[src/rtl/unified_mem_arbiter_pkg.sv]
// Shared types for the unified instruction/data memory arbiter.
// State and owner encodings plus the default watchdog limit.
package unified_mem_arbiter_pkg;

    typedef enum logic [1:0] {
        ST_IDLE    = 2'd0,
        ST_IF_BUSY = 2'd1,
        ST_DM_BUSY = 2'd2
    } arb_state_t;

    typedef enum logic [1:0] {
        OWN_NONE = 2'd0,
        OWN_IF   = 2'd1,
        OWN_DM   = 2'd2
    } arb_owner_t;

    localparam int DEF_TIMEOUT = 255;

    function automatic arb_owner_t state_owner(input arb_state_t s);
        case (s)
            ST_IF_BUSY: return OWN_IF;
            ST_DM_BUSY: return OWN_DM;
            default:    return OWN_NONE;
        endcase
    endfunction

endpackage

[src/rtl/unified_mem_arbiter_watchdog.sv]
// Busy-cycle watchdog: expires on the TIMEOUT-th enabled cycle
// since the last clear; the counter saturates instead of wrapping.
module mem_arb_watchdog #(
    parameter int TIMEOUT = 255
) (
    input  logic clk,
    input  logic rst,
    input  logic i_clear,
    input  logic i_enable,
    output logic o_expire
);

    localparam int CW = $clog2(TIMEOUT + 1);
    localparam logic [CW-1:0] LIMIT = CW'(TIMEOUT - 1);

    logic [CW-1:0] r_cnt;

    always_ff @(posedge clk) begin
        if (rst || i_clear) begin
            r_cnt <= '0;
        end else if (i_enable && (r_cnt != LIMIT)) begin
            r_cnt <= r_cnt + CW'(1);
        end
    end

    assign o_expire = i_enable && (r_cnt == LIMIT);

endmodule

[src/rtl/unified_mem_arbiter.sv]
// Single-port memory arbiter between fetch (IF) and load/store (MEM).
// One outstanding transaction, data priority, kill-drop and watchdog.
module unified_mem_arbiter
    import unified_mem_arbiter_pkg::*;
#(
    parameter int ADDR_W  = 32,
    parameter int DATA_W  = 32,
    parameter int TIMEOUT = DEF_TIMEOUT
) (
    input  logic              clk,
    input  logic              rst,
    input  logic              if_req,
    input  logic [ADDR_W-1:0] if_addr,
    input  logic              if_kill,
    output logic [DATA_W-1:0] if_rdata,
    output logic              if_valid,
    output logic              if_stall,
    input  logic              dm_req,
    input  logic              dm_we,
    input  logic [ADDR_W-1:0] dm_addr,
    input  logic [DATA_W-1:0] dm_wdata,
    output logic [DATA_W-1:0] dm_rdata,
    output logic              dm_valid,
    output logic              dm_stall,
    output logic              mem_req,
    output logic              mem_we,
    output logic [ADDR_W-1:0] mem_addr,
    output logic [DATA_W-1:0] mem_wdata,
    input  logic [DATA_W-1:0] mem_rdata,
    input  logic              mem_ack,
    output logic              bus_err
);

    arb_state_t        r_state;
    logic              r_mem_req;
    logic              r_mem_we;
    logic [ADDR_W-1:0] r_mem_addr;
    logic [DATA_W-1:0] r_mem_wdata;
    logic [DATA_W-1:0] r_if_rdata;
    logic [DATA_W-1:0] r_dm_rdata;
    logic              r_if_valid;
    logic              r_dm_valid;
    logic              r_bus_err;
    logic              r_drop;

    logic       w_idle;
    logic       w_if_req;
    logic       w_dm_req;
    logic       w_grant;
    logic       w_wd_en;
    logic       w_expire;
    logic       w_if_drop;
    arb_owner_t w_owner;

    // A requester still holds req during its valid cycle; mask it there
    // so the completed access is not granted a second time.
    assign w_if_req  = if_req & ~r_if_valid;
    assign w_dm_req  = dm_req & ~r_dm_valid;
    assign w_idle    = (r_state == ST_IDLE);
    assign w_grant   = w_idle & (w_if_req | w_dm_req);
    assign w_wd_en   = ~w_idle & ~mem_ack;
    assign w_if_drop = r_drop | if_kill;
    assign w_owner   = state_owner(r_state);

    mem_arb_watchdog #(
        .TIMEOUT (TIMEOUT)
    ) u_watchdog (
        .clk      (clk),
        .rst      (rst),
        .i_clear  (w_grant),
        .i_enable (w_wd_en),
        .o_expire (w_expire)
    );

    always_ff @(posedge clk) begin
        if (rst) begin
            r_state     <= ST_IDLE;
            r_mem_req   <= 1'b0;
            r_mem_we    <= 1'b0;
            r_mem_addr  <= '0;
            r_mem_wdata <= '0;
            r_if_rdata  <= '0;
            r_dm_rdata  <= '0;
            r_if_valid  <= 1'b0;
            r_dm_valid  <= 1'b0;
            r_bus_err   <= 1'b0;
            r_drop      <= 1'b0;
        end else begin
            r_if_valid <= 1'b0;
            r_dm_valid <= 1'b0;
            r_bus_err  <= 1'b0;
            if (w_idle) begin
                priority case (1'b1)
                    w_dm_req: begin
                        r_state     <= ST_DM_BUSY;
                        r_mem_req   <= 1'b1;
                        r_mem_we    <= dm_we;
                        r_mem_addr  <= dm_addr;
                        r_mem_wdata <= dm_wdata;
                    end
                    w_if_req: begin
                        r_state    <= ST_IF_BUSY;
                        r_mem_req  <= 1'b1;
                        r_mem_we   <= 1'b0;
                        r_mem_addr <= if_addr;
                    end
                    default: ;
                endcase
            end else if (mem_ack) begin
                r_state   <= ST_IDLE;
                r_mem_req <= 1'b0;
                r_drop    <= 1'b0;
                if (w_owner == OWN_DM) begin
                    r_dm_valid <= 1'b1;
                    if (!r_mem_we) begin
                        r_dm_rdata <= mem_rdata;
                    end
                end else if (!w_if_drop) begin
                    r_if_valid <= 1'b1;
                    r_if_rdata <= mem_rdata;
                end
            end else if (w_expire) begin
                r_state   <= ST_IDLE;
                r_mem_req <= 1'b0;
                r_drop    <= 1'b0;
                r_bus_err <= 1'b1;
            end else if ((r_state == ST_IF_BUSY) && if_kill) begin
                r_drop <= 1'b1;
            end
        end
    end

    assign if_rdata  = r_if_rdata;
    assign if_valid  = r_if_valid;
    assign if_stall  = w_if_req;
    assign dm_rdata  = r_dm_rdata;
    assign dm_valid  = r_dm_valid;
    assign dm_stall  = w_dm_req;
    assign mem_req   = r_mem_req;
    assign mem_we    = r_mem_we;
    assign mem_addr  = r_mem_addr;
    assign mem_wdata = r_mem_wdata;
    assign bus_err   = r_bus_err;

endmodule

[config.mk]
export PLATFORM = sky130hd
export DESIGN_NAME = unified_mem_arbiter
export DESIGN_NICKNAME = d
export VERILOG_FILES = /design/src/rtl/unified_mem_arbiter_pkg.sv /design/src/rtl/unified_mem_arbiter_watchdog.sv /design/src/rtl/unified_mem_arbiter.sv
export SDC_FILE = /design/constraint.sdc
export NUM_CORES = 1
export LEC_CHECK = 0
export ABC_AREA = 1
export CELL_PAD_IN_SITES_DETAIL_PLACEMENT = 0
export CELL_PAD_IN_SITES_GLOBAL_PLACEMENT = 1
export CORE_MARGIN = 3
export CORE_UTILIZATION = 28
export CTS_CLUSTER_SIZE = 16
export DETAILED_ROUTE_END_ITERATION = 8
export PLACE_DENSITY = 0.93
export SYNTH_ARGS = -nofsm -noshare
export SYNTH_HDL_FRONTEND = slang
export SYNTH_SLANG_ARGS = --single-unit
[constraint.sdc]
create_clock -name clk -period 1.7 [get_ports clk]
set_input_delay 0.34 -clock clk [delete_from_list [all_inputs] [get_ports clk]]
set_output_delay 0.34 -clock clk [all_outputs]
set_load 0.01 [all_outputs]
Word-level counts from Yosys, hierarchy flattened
Cells that the tools add are included.
Widths: inputs -> output; s select.

operators by class
  add/subtract/negate cells = 1
  equality and inequality tests = 6
  multiplexer cells = 21
  bitwise logic cells = 13
  reductions and logical operators = 17

operators with widths
  kind                 count
  $mux 32              2
  $mux 1               13
  $mux 2               5
  $add 8x1->8 const B  1
  $eq 8x8->1 const B   1
  $ne 8x8->1 const B   1
  $reduce_and 2->1     4
  $reduce_and 4->1     2
  $not 1->1            7
  $reduce_bool 3->1    2
  $reduce_or 3->1      2
  $and 1x1->1          4
  $eq 2x2->1 const B   2
  $pmux 2 s2           1
  $reduce_or 4->1      1
  $logic_and 1x1->1    3
  $ne 3x1->1 const B   1
  $eq 2x1->1 const B   1
  $logic_not 2->1      1
  $or 1x1->1           2
  $reduce_bool 2->1    1
  $logic_or 1x1->1     1

word-level totals
  register bits after elaboration = 144
  bits of input ports = 135
  output and inout port bits = 135

Depth between registers and ports, before layout
Gate-level depths: netlist of the first run.

  depth after elaboration = 7
  depth in mapped cells = 10
  mapped depth without buffers = 10

Modules after synthesis
Synthesis of the first run repeated with hierarchy kept, for this count alone.

unflattened totals
  cells, all modules = 774
  area total of the unflattened synthesis = 5607.9 µm²

by module, submodules not included
  module               instances  cells each  area each (µm²)  sequential area each (µm²)
  unified_mem_arbiter  1          704         5126.2           2722.6
  mem_arb_watchdog     1          70          481.7            160.2

Worst setup path before layout of the first run
No wires, ideal clock.

  kind = register to register
  start point = register u_watchdog.r_cnt[0]
  end point = register r_mem_req, in the netlist mem_req
  arrival time = 1.198 ns
  data required time = 1.582 ns
  setup slack = 0.384 ns
  stages on the path, launching flop included = 11
  path buffers = 1
  clock period less this slack = 1.316 ns
  cells stage by stage = dfxtp_1 -> inv_1 -> ha_1 -> nand2_1 -> nor2_1 -> nand2_2 -> nand2_2 -> inv_2 -> buf_6 -> nor2_1 -> nor3_2

between the ends
  cells in the longest elaborated chain, start to end = 4

RTL lines
  element                      line                                source
  from (decl)                  unified_mem_arbiter_watchdog.sv:16  logic [CW-1:0] r_cnt;
  from (signal assigned)       unified_mem_arbiter_watchdog.sv:22  r_cnt <= r_cnt + CW'(1);
  $eq 8x8->1                   unified_mem_arbiter_watchdog.sv:26  assign o_expire = i_enable && (r_cnt == LIMIT);
  $logic_and 1x1->1            unified_mem_arbiter_watchdog.sv:26
  $reduce_bool 3->1 (no line)  -
  $reduce_and 2->1 (no line)   -
  to (signal assigned)         unified_mem_arbiter.sv:78           r_mem_req <= 1'b0;
  to (signal assigned)         unified_mem_arbiter.sv:96           r_mem_req <= 1'b1;
  to (signal assigned)         unified_mem_arbiter.sv:103          r_mem_req <= 1'b1;
  to (decl)                    unified_mem_arbiter.sv:35           logic r_mem_req;

No other way between the ends.
A chain may end at the register's enable or synchronous reset.

Final worst setup path of the first run
  start point = register r_mem_addr[2], in the netlist mem_addr[2]
  end point = output mem_addr[2]

RTL lines
  element                 line                        source
  from (decl)             unified_mem_arbiter.sv:37   logic [ADDR_W-1:0] r_mem_addr;
  from (signal assigned)  unified_mem_arbiter.sv:98   r_mem_addr <= dm_addr;
  from (signal assigned)  unified_mem_arbiter.sv:105  r_mem_addr <= if_addr;
  to (decl)               unified_mem_arbiter.sv:27   output logic [ADDR_W-1:0] mem_addr,

No word-level cell between the ends.

==> results of run 1 <==
[sequential cells by signal, indices dropped and copies added, names as in the netlist]
signal and count:
dm_rdata 32, if_rdata 32, mem_addr 32, mem_wdata 32
u_watchdog.r_cnt 8, r_state 2, bus_err 1, dm_valid 1
if_valid 1, mem_req 1, mem_we 1, r_drop 1
[synth_stat cells, drive strengths merged]
master	number
dfxtp	144
inv	18
ha	2
a22oi	1
nor4	1
nand3	7
o21ai	130
nor2	242
xnor2	2
buf	20
xor2	1
nand4	1
nand2	134
a21oi	42
clkbuf	30
nor3	3
[report_power, final]
group / internal, mW / switching [mW]
logic: 0.893 / 0.750
clock network: 2.21 / 1.60
registers: 3.61 / 0.117
[cells in the final DEF (no fill, tap or decap), types with 3 or more instances in the layout]
| cell | n |
|---|---|
| nor2_1 | 238 |
| clkdlybuf4s50_1 | 218 |
| dfxtp_1 | 144 |
| nand2_1 | 130 |
| o21ai_0 | 96 |
| a21oi_1 | 42 |
| dlymetal6s2s_1 | 40 |
| o21ai_1 | 33 |
| buf_4 | 26 |
| clkbuf_16 | 17 |
| inv_1 | 13 |
| dlygate4sd2_1 | 11 |
| buf_12 | 9 |
| nand3_1 | 7 |
| inv_2 | 5 |
| nand2_2 | 4 |
| inv_6 | 4 |
| nor2_2 | 3 |
| inv_8 | 3 |
| clkinv_4 | 3 |
[layer usage]
layer	global-route usage	wire, um	vias up
met4	0.04567	220	0
met5	0	0	-
met1	0.2067	8137	2620
met2	0.2753	8895	194
li1	-	-	3040
met3	0.07296	1675	14
[cells by family after synthesis]
kind of cell | Yosys count
buf+inv | 68
simple gates | 388
compound gates | 173
fa+ha+maj | 2
xor+xnor | 3
flops | 144
[final timing paths]
check / endpoint / slack, ns / startpoint
max: mem_addr[2] / 0.04 / mem_addr[2]
min reg2reg: r_drop / 0.46 / r_drop
max reg2reg: u_watchdog.r_cnt[6] / 0.29 / u_watchdog.r_cnt[0]
min: r_drop / 0.46 / r_drop
[worst reg2reg max path: stages, from the launching register on]
cell     delay, ns
dfxtp_1       0.38
inv_1         0.09
ha_1          0.20
nand2_1       0.06
nor2_1        0.04
nand2_2       0.11
nand2_2       0.07
inv_2         0.17
nand2_1       0.08
a21oi_1       0.13
[cell type report]
| cell class | count | share of cell area |
|---|---|---|
| clock inverters | 15 | 0.01849 |
| inverters | 18 | 0.007131 |
| clock buffers | 17 | 0.04490 |
| flip-flops and latches | 144 | 0.3042 |
| repair buffers | 304 | 0.3329 |
| well taps | 265 | 0.03499 |
| multi-input cells | 566 | 0.2574 |
[stage by stage]
| stage | instances | setup TNS [ns] | instance area, um^2 |
|---|---|---|---|
| 4_1_cts | 1329 | 0 | 9375 |
| 2_1_floorplan | 778 | 0 | 5609 |
| 6_report | 1329 | 0 | 9475 |
| 3_5_place_dp | 1297 | -6.660 | 8788 |
| 3_3_place_gp | 1297 | -4.909 | 8788 |
| 5_1_grt | 1329 | 0 | 9475 |
==> impl_metrics.env, run 1 <==
export IMPL_core_region_area_mm2=0.01959
export IMPL_synth_top_family_by_area="simple AND/OR/NAND/NOR gates"
export IMPL_report_final_slew_viol_count=0
export IMPL_syn_area_mm2=0.005609
export IMPL_seq_area_mm2=0.002883
export IMPL_synthDistinctLibCells=28
export IMPL_synthAdderAreaFrac=0.004461
export IMPL_cts_htree_levels=4
export IMPL_die_x_um=147.5
export IMPL_dp_final_hpwl_mm=13.67
export IMPL_drtIter0Drc=235
export IMPL_fmax_ghz=0.6036
export IMPL_place_ws_ns=-0.2038
export IMPL_leakage_nw=4.529
export IMPL_yosys_top_cells_area="dfxtp_1, nor2_1, nand2_1"
export IMPL_status="complete, no violations"
export IMPL_ant_nets=0
export IMPL_grt_usage=0.1695
export IMPL_tightest_slew_ns=0.3401
export IMPL_clk_pin_slew_ns=0.06
export IMPL_whs_path_depth=2
export IMPL_row_count=51
export IMPL_path_buf_inv=1
export IMPL_setup_ws_ns=0.04334
export IMPL_finClkSkew_ns=0.006751
export IMPL_synth_net_count=915
export IMPL_die_area_mm2=0.02177
export IMPL_clockBufferDepth=2
export IMPL_cpLargestDelayFamily="buffers and inverters"
export IMPL_worstPathRequired_ns=1.36
export IMPL_antenna_found_initial=0
export IMPL_worstSkewPairLatency_ns=0.42
export IMPL_io_buffers=269
export IMPL_cts_root_buf="clkbuf_16"
export IMPL_seq_area_frac_synth=0.5139
export IMPL_initial_core_util=0.2863
export IMPL_cts_buffers_inserted=17
export IMPL_finalHoldWorstSlack_ns=0.4640
export IMPL_rsz0062_at_grt="no"
export IMPL_synthXorXnorAreaFrac=0.004684
export IMPL_avgSynthCellArea_um2=7.210
export IMPL_final_hold_viol_count=0
export IMPL_clock_sinks=144
export IMPL_syn_to_final_growth_pct=68.93
export IMPL_ios=270
export IMPL_detail_route_drc_violations=0
export IMPL_overflow=0
export IMPL_cp_cell_sequence="clkdlybuf4s50_1"
export IMPL_final_fill_count=1913
export IMPL_fin_crit_ns=1.657
export IMPL_slowest_stage="clkdlybuf4s50_1"
export IMPL_grt_pass1_wl_mm=29.74
export IMPL_cap_violations=0
export IMPL_place_gp_congestion=0.7743
export IMPL_power_density_mw_per_mm2=968.7
export IMPL_first_global_vias=5666
export IMPL_grt_max_degree=43
export IMPL_num_vias=5868
export IMPL_slew_headroom=0.7733
export IMPL_synth_mux_area_frac=0
export IMPL_yosysTopAreaCell="dfxtp_1"
export IMPL_synthSimpleGateAreaFrac=0.2701
export IMPL_multi_input_area_mm2=0.002439
export IMPL_netlist_instances=778
export IMPL_drt_pass1_iterations=4
export IMPL_ctsResizeCount=11
export IMPL_cts_setup_buffers=0
export IMPL_wirelength_mm=18.93
export IMPL_yosysTopAreaCellShare=0.5139
export IMPL_peakVddDrop_v=0.0006510
export IMPL_cp_end_kind="primary output"
export IMPL_viasPerCell=4.415
export IMPL_path_class="flop to primary output"
export IMPL_drive_above_1_share=0.07801
export IMPL_cts_tree="done"
export IMPL_antennaDiodeCount=0
export IMPL_ys_ff_latch=144
export IMPL_ys_warn_count=0
export IMPL_cp_depth=1
export IMPL_finish_utilization=0.4837
export IMPL_nets=1188
export IMPL_crit_fanout=2
export IMPL_worstSetupStartpointType="flop"
export IMPL_setup_viol=0
export IMPL_critPathArrivalTime_ns=1.32
export IMPL_hold_class="flop to flop"
export IMPL_synth_compound_area_frac=0.1555
export IMPL_ctsHoldBuffers=0
export IMPL_wl_per_cell_um=14.24
export IMPL_critPathMaxStageDelay_ns=0.57
export IMPL_p_total_mw=9.179
export IMPL_rr_worst_depth=9
export IMPL_die_height_um=147.5
export IMPL_timing_final_crit_share=0.9745
Power figures use the tool's default switching activity.
==> inputs of run 2 (changes only) <==
--- a/config.mk
+++ b/config.mk
@@ -12,7 +12,10 @@
 export CORE_UTILIZATION = 28
 export CTS_CLUSTER_SIZE = 16
 export DETAILED_ROUTE_END_ITERATION = 8
+export GPL_ROUTABILITY_DRIVEN = 1
+export GPL_TIMING_DRIVEN = 0
 export PLACE_DENSITY = 0.93
 export SYNTH_ARGS = -nofsm -noshare
 export SYNTH_HDL_FRONTEND = slang
+export SYNTH_HIERARCHICAL = 1
 export SYNTH_SLANG_ARGS = --single-unit
==> impl_metrics.env, run 2 <==
export IMPL_initial_core_util=0.2863
export IMPL_clockBufferDepth=2
export IMPL_grt_max_degree=17
export IMPL_yosysTopAreaCellShare=0.5141
export IMPL_cts_tree="done"
export IMPL_intPower_mw=6.890
export IMPL_grt_pass1_wl_mm=29.29
export IMPL_syn_area_mm2=0.005608
export IMPL_setup_ws_ns=0.04565
export IMPL_first_global_vias=5594
export IMPL_worstPathRequired_ns=1.36
export IMPL_drtIter0Drc=261
export IMPL_power_density_mw_per_mm2=994.3
export IMPL_yosys_top_cells_count="nor2_1, nand2_1, dfxtp_1, o21ai_0, a21oi_1"
export IMPL_fin_crit_ns=1.654
export IMPL_mostFrequentLayoutCell="clkdlybuf4s50_1"
export IMPL_die_height_um=147.5
export IMPL_synth_edf_count=0
export IMPL_avgSynthCellArea_um2=7.245
export IMPL_wirelength_mm=18.93
export IMPL_crit_fanout=2
export IMPL_final_fill_count=1975
export IMPL_num_vias=5905
export IMPL_cpLargestDelayFamily="buffers and inverters"
export IMPL_p_sw_frac=0.2584
export IMPL_die_area_mm2=0.02176
export IMPL_row_count=51
export IMPL_nets=1199
export IMPL_p_comb_frac=0.183
export IMPL_ctsHoldBuffers=0
export IMPL_place_gp_congestion=0.8037
export IMPL_syn_to_final_growth_pct=66.62
export IMPL_final_hold_viol_count=0
export IMPL_place_area_mm2=0.008632
export IMPL_ys_warn_count=6
export IMPL_power_net_switching_mw=2.401
export IMPL_power_share_clock=0.415
export IMPL_synth_net_count=911
export IMPL_detail_route_drc_violations=0
export IMPL_clk_pin_slew_ns=0.06
export IMPL_report_final_slew_viol_count=0
export IMPL_tightest_slew_ns=0.5410
export IMPL_rsz0062_at_grt="no"
export IMPL_critPathMaxStageDelay_ns=0.57
export IMPL_seq_area_frac_synth=0.5141
export IMPL_worstSkewPairLatency_ns=0.41
export IMPL_dp_final_hpwl_mm=14.32
export IMPL_cts_buffers_inserted=17
export IMPL_leakage_nw=4.101
export IMPL_fmax_ghz=0.6045
export IMPL_cts_htree_levels=4
export IMPL_timing_final_crit_share=0.9731
export IMPL_wl_per_cell_um=14.13
export IMPL_finish_utilization=0.4770
export IMPL_cp_end_kind="primary output"
export IMPL_io_buffers=269
export IMPL_peakVddDrop_v=0.0007318
export IMPL_mostFrequentLayoutCells="clkdlybuf4s50_1, nor2_1, nand2_1"
export IMPL_critPathArrivalTime_ns=1.31
export IMPL_setup_viol=0
export IMPL_viasPerCell=4.407
export IMPL_clock_sinks=144
export IMPL_ios=270
export IMPL_core_region_area_mm2=0.01959
export IMPL_cts_root_buf="clkbuf_16"
export IMPL_overflow=0
export IMPL_drt_pass1_iterations=5
export IMPL_yosys_top_cells_area="dfxtp_1, nor2_1, nand2_1"
export IMPL_netlist_instances=774
export IMPL_synth_flop_cell="dfxtp_1"
export IMPL_finClkSkew_ns=0.007311
export IMPL_path_buf_inv=1
export IMPL_place_ws_ns=-0.5783
export IMPL_status="complete, no violations"
export IMPL_hold_class="flop to flop"
export IMPL_p_seq_frac=0.402
export IMPL_path_class="flop to primary output"
export IMPL_yosysTopAreaCell="dfxtp_1"
export IMPL_yosysMostFrequentCell="nor2_1"
export IMPL_slowest_stage="clkdlybuf4s50_1"
export IMPL_drive_above_1_share=0.07914
export IMPL_antenna_found_initial=0
export IMPL_ant_nets=0
export IMPL_synthDistinctLibCells=23
export IMPL_final_cell_area_mm2=0.009344
export IMPL_worstSetupStartpointType="flop"
export IMPL_ys_async_sr_fraction=0
export IMPL_cap_violations=0
export IMPL_ys_ff_latch=144
export IMPL_die_x_um=147.5
export IMPL_cp_cell_sequence="clkdlybuf4s50_1"
export IMPL_grt_usage=0.1682
export IMPL_slew_headroom=0.6394
run 2: cell type report:
class                      instances  area (um^2)  share of cell area
sequential                       144         2883              0.3085
clock inverter                    12        158.9             0.01701
inverter                          22        90.09            0.009641
antenna                            1        2.502           0.0002678
timing repair buffer             270         2763              0.2957
multi-input combinational        563         2430              0.2600
tap                              265        331.6             0.03548
clock buffer                      19        452.9             0.04847
buffer                            44        232.7             0.02491
run 2: tightest hold or removal path, stage by stage (launching register included):
cell and delay, ns:
dfxtp_1 0.31, nand2_1 0.06, a21oi_1 0.05
run 2: repair_timing:
item	CTS	global route
resized for setup	10	37
cloned	0	0
setup buffers	1	0
setup endpoints to repair	9	56
run 2: cells by family (layout without fill, tap and decap cells):
logic type	Yosys count	in the layout	synth area share
flops	144	144	0.5141
simple gates	419	419	0.2959
buf+inv	67	367	0.05689
fa+ha+maj	2	2	0.004462
compound gates	139	139	0.1241
other cells	0	1	0
xor+xnor	3	3	0.004686
run 2: routing by layer:
metal  vias up  routed length, um  GRT usage
met2       192               9300     0.2888
li1       3020                  -          -
met4         0                329    0.05126
met5         -                  0          0
met3        22               1192    0.04997
met1      2671               8108     0.2035
run 2: stage by stage:
step	std cells	hold WS, ns	TNS, ns	total power [mW]
after CTS	1339	0.4661	0	9.432
after global routing	1339	0.4777	0	9.734
after global placement	1308	0.4522	-24.41	5.501
after detailed placement	1308	0.4559	-26.64	5.521
final	1340	0.4621	0	9.291
after floorplan	774	0.4523	0	4.538
run 2: path summary, 6_finish.rpt:
path	start	endpoint	slack, ns	cells past startpoint
setup / recovery	dm_rdata[27]	dm_rdata[27]	0.05	1
hold / removal	mem_addr[21]	mem_addr[21]	0.46	2
setup reg to reg	r_state[0]	u_watchdog/r_cnt[4]	0.19	7
hold reg to reg	mem_addr[21]	mem_addr[21]	0.46	2
run 2: power by group through the flow:
| stage | Sequential, mW | Combinational, mW | Clock (mW) |
|---|---|---|---|
| after CTS | 3.74 | 1.72 | 3.97 |
| final | 3.73 | 1.70 | 3.86 |
| after detailed placement | 3.81 | 1.71 | 0 |
| after global routing | 3.76 | 1.86 | 4.11 |
| after global placement | 3.80 | 1.70 | 0 |
| after floorplan | 3.91 | 0.632 | 0 |
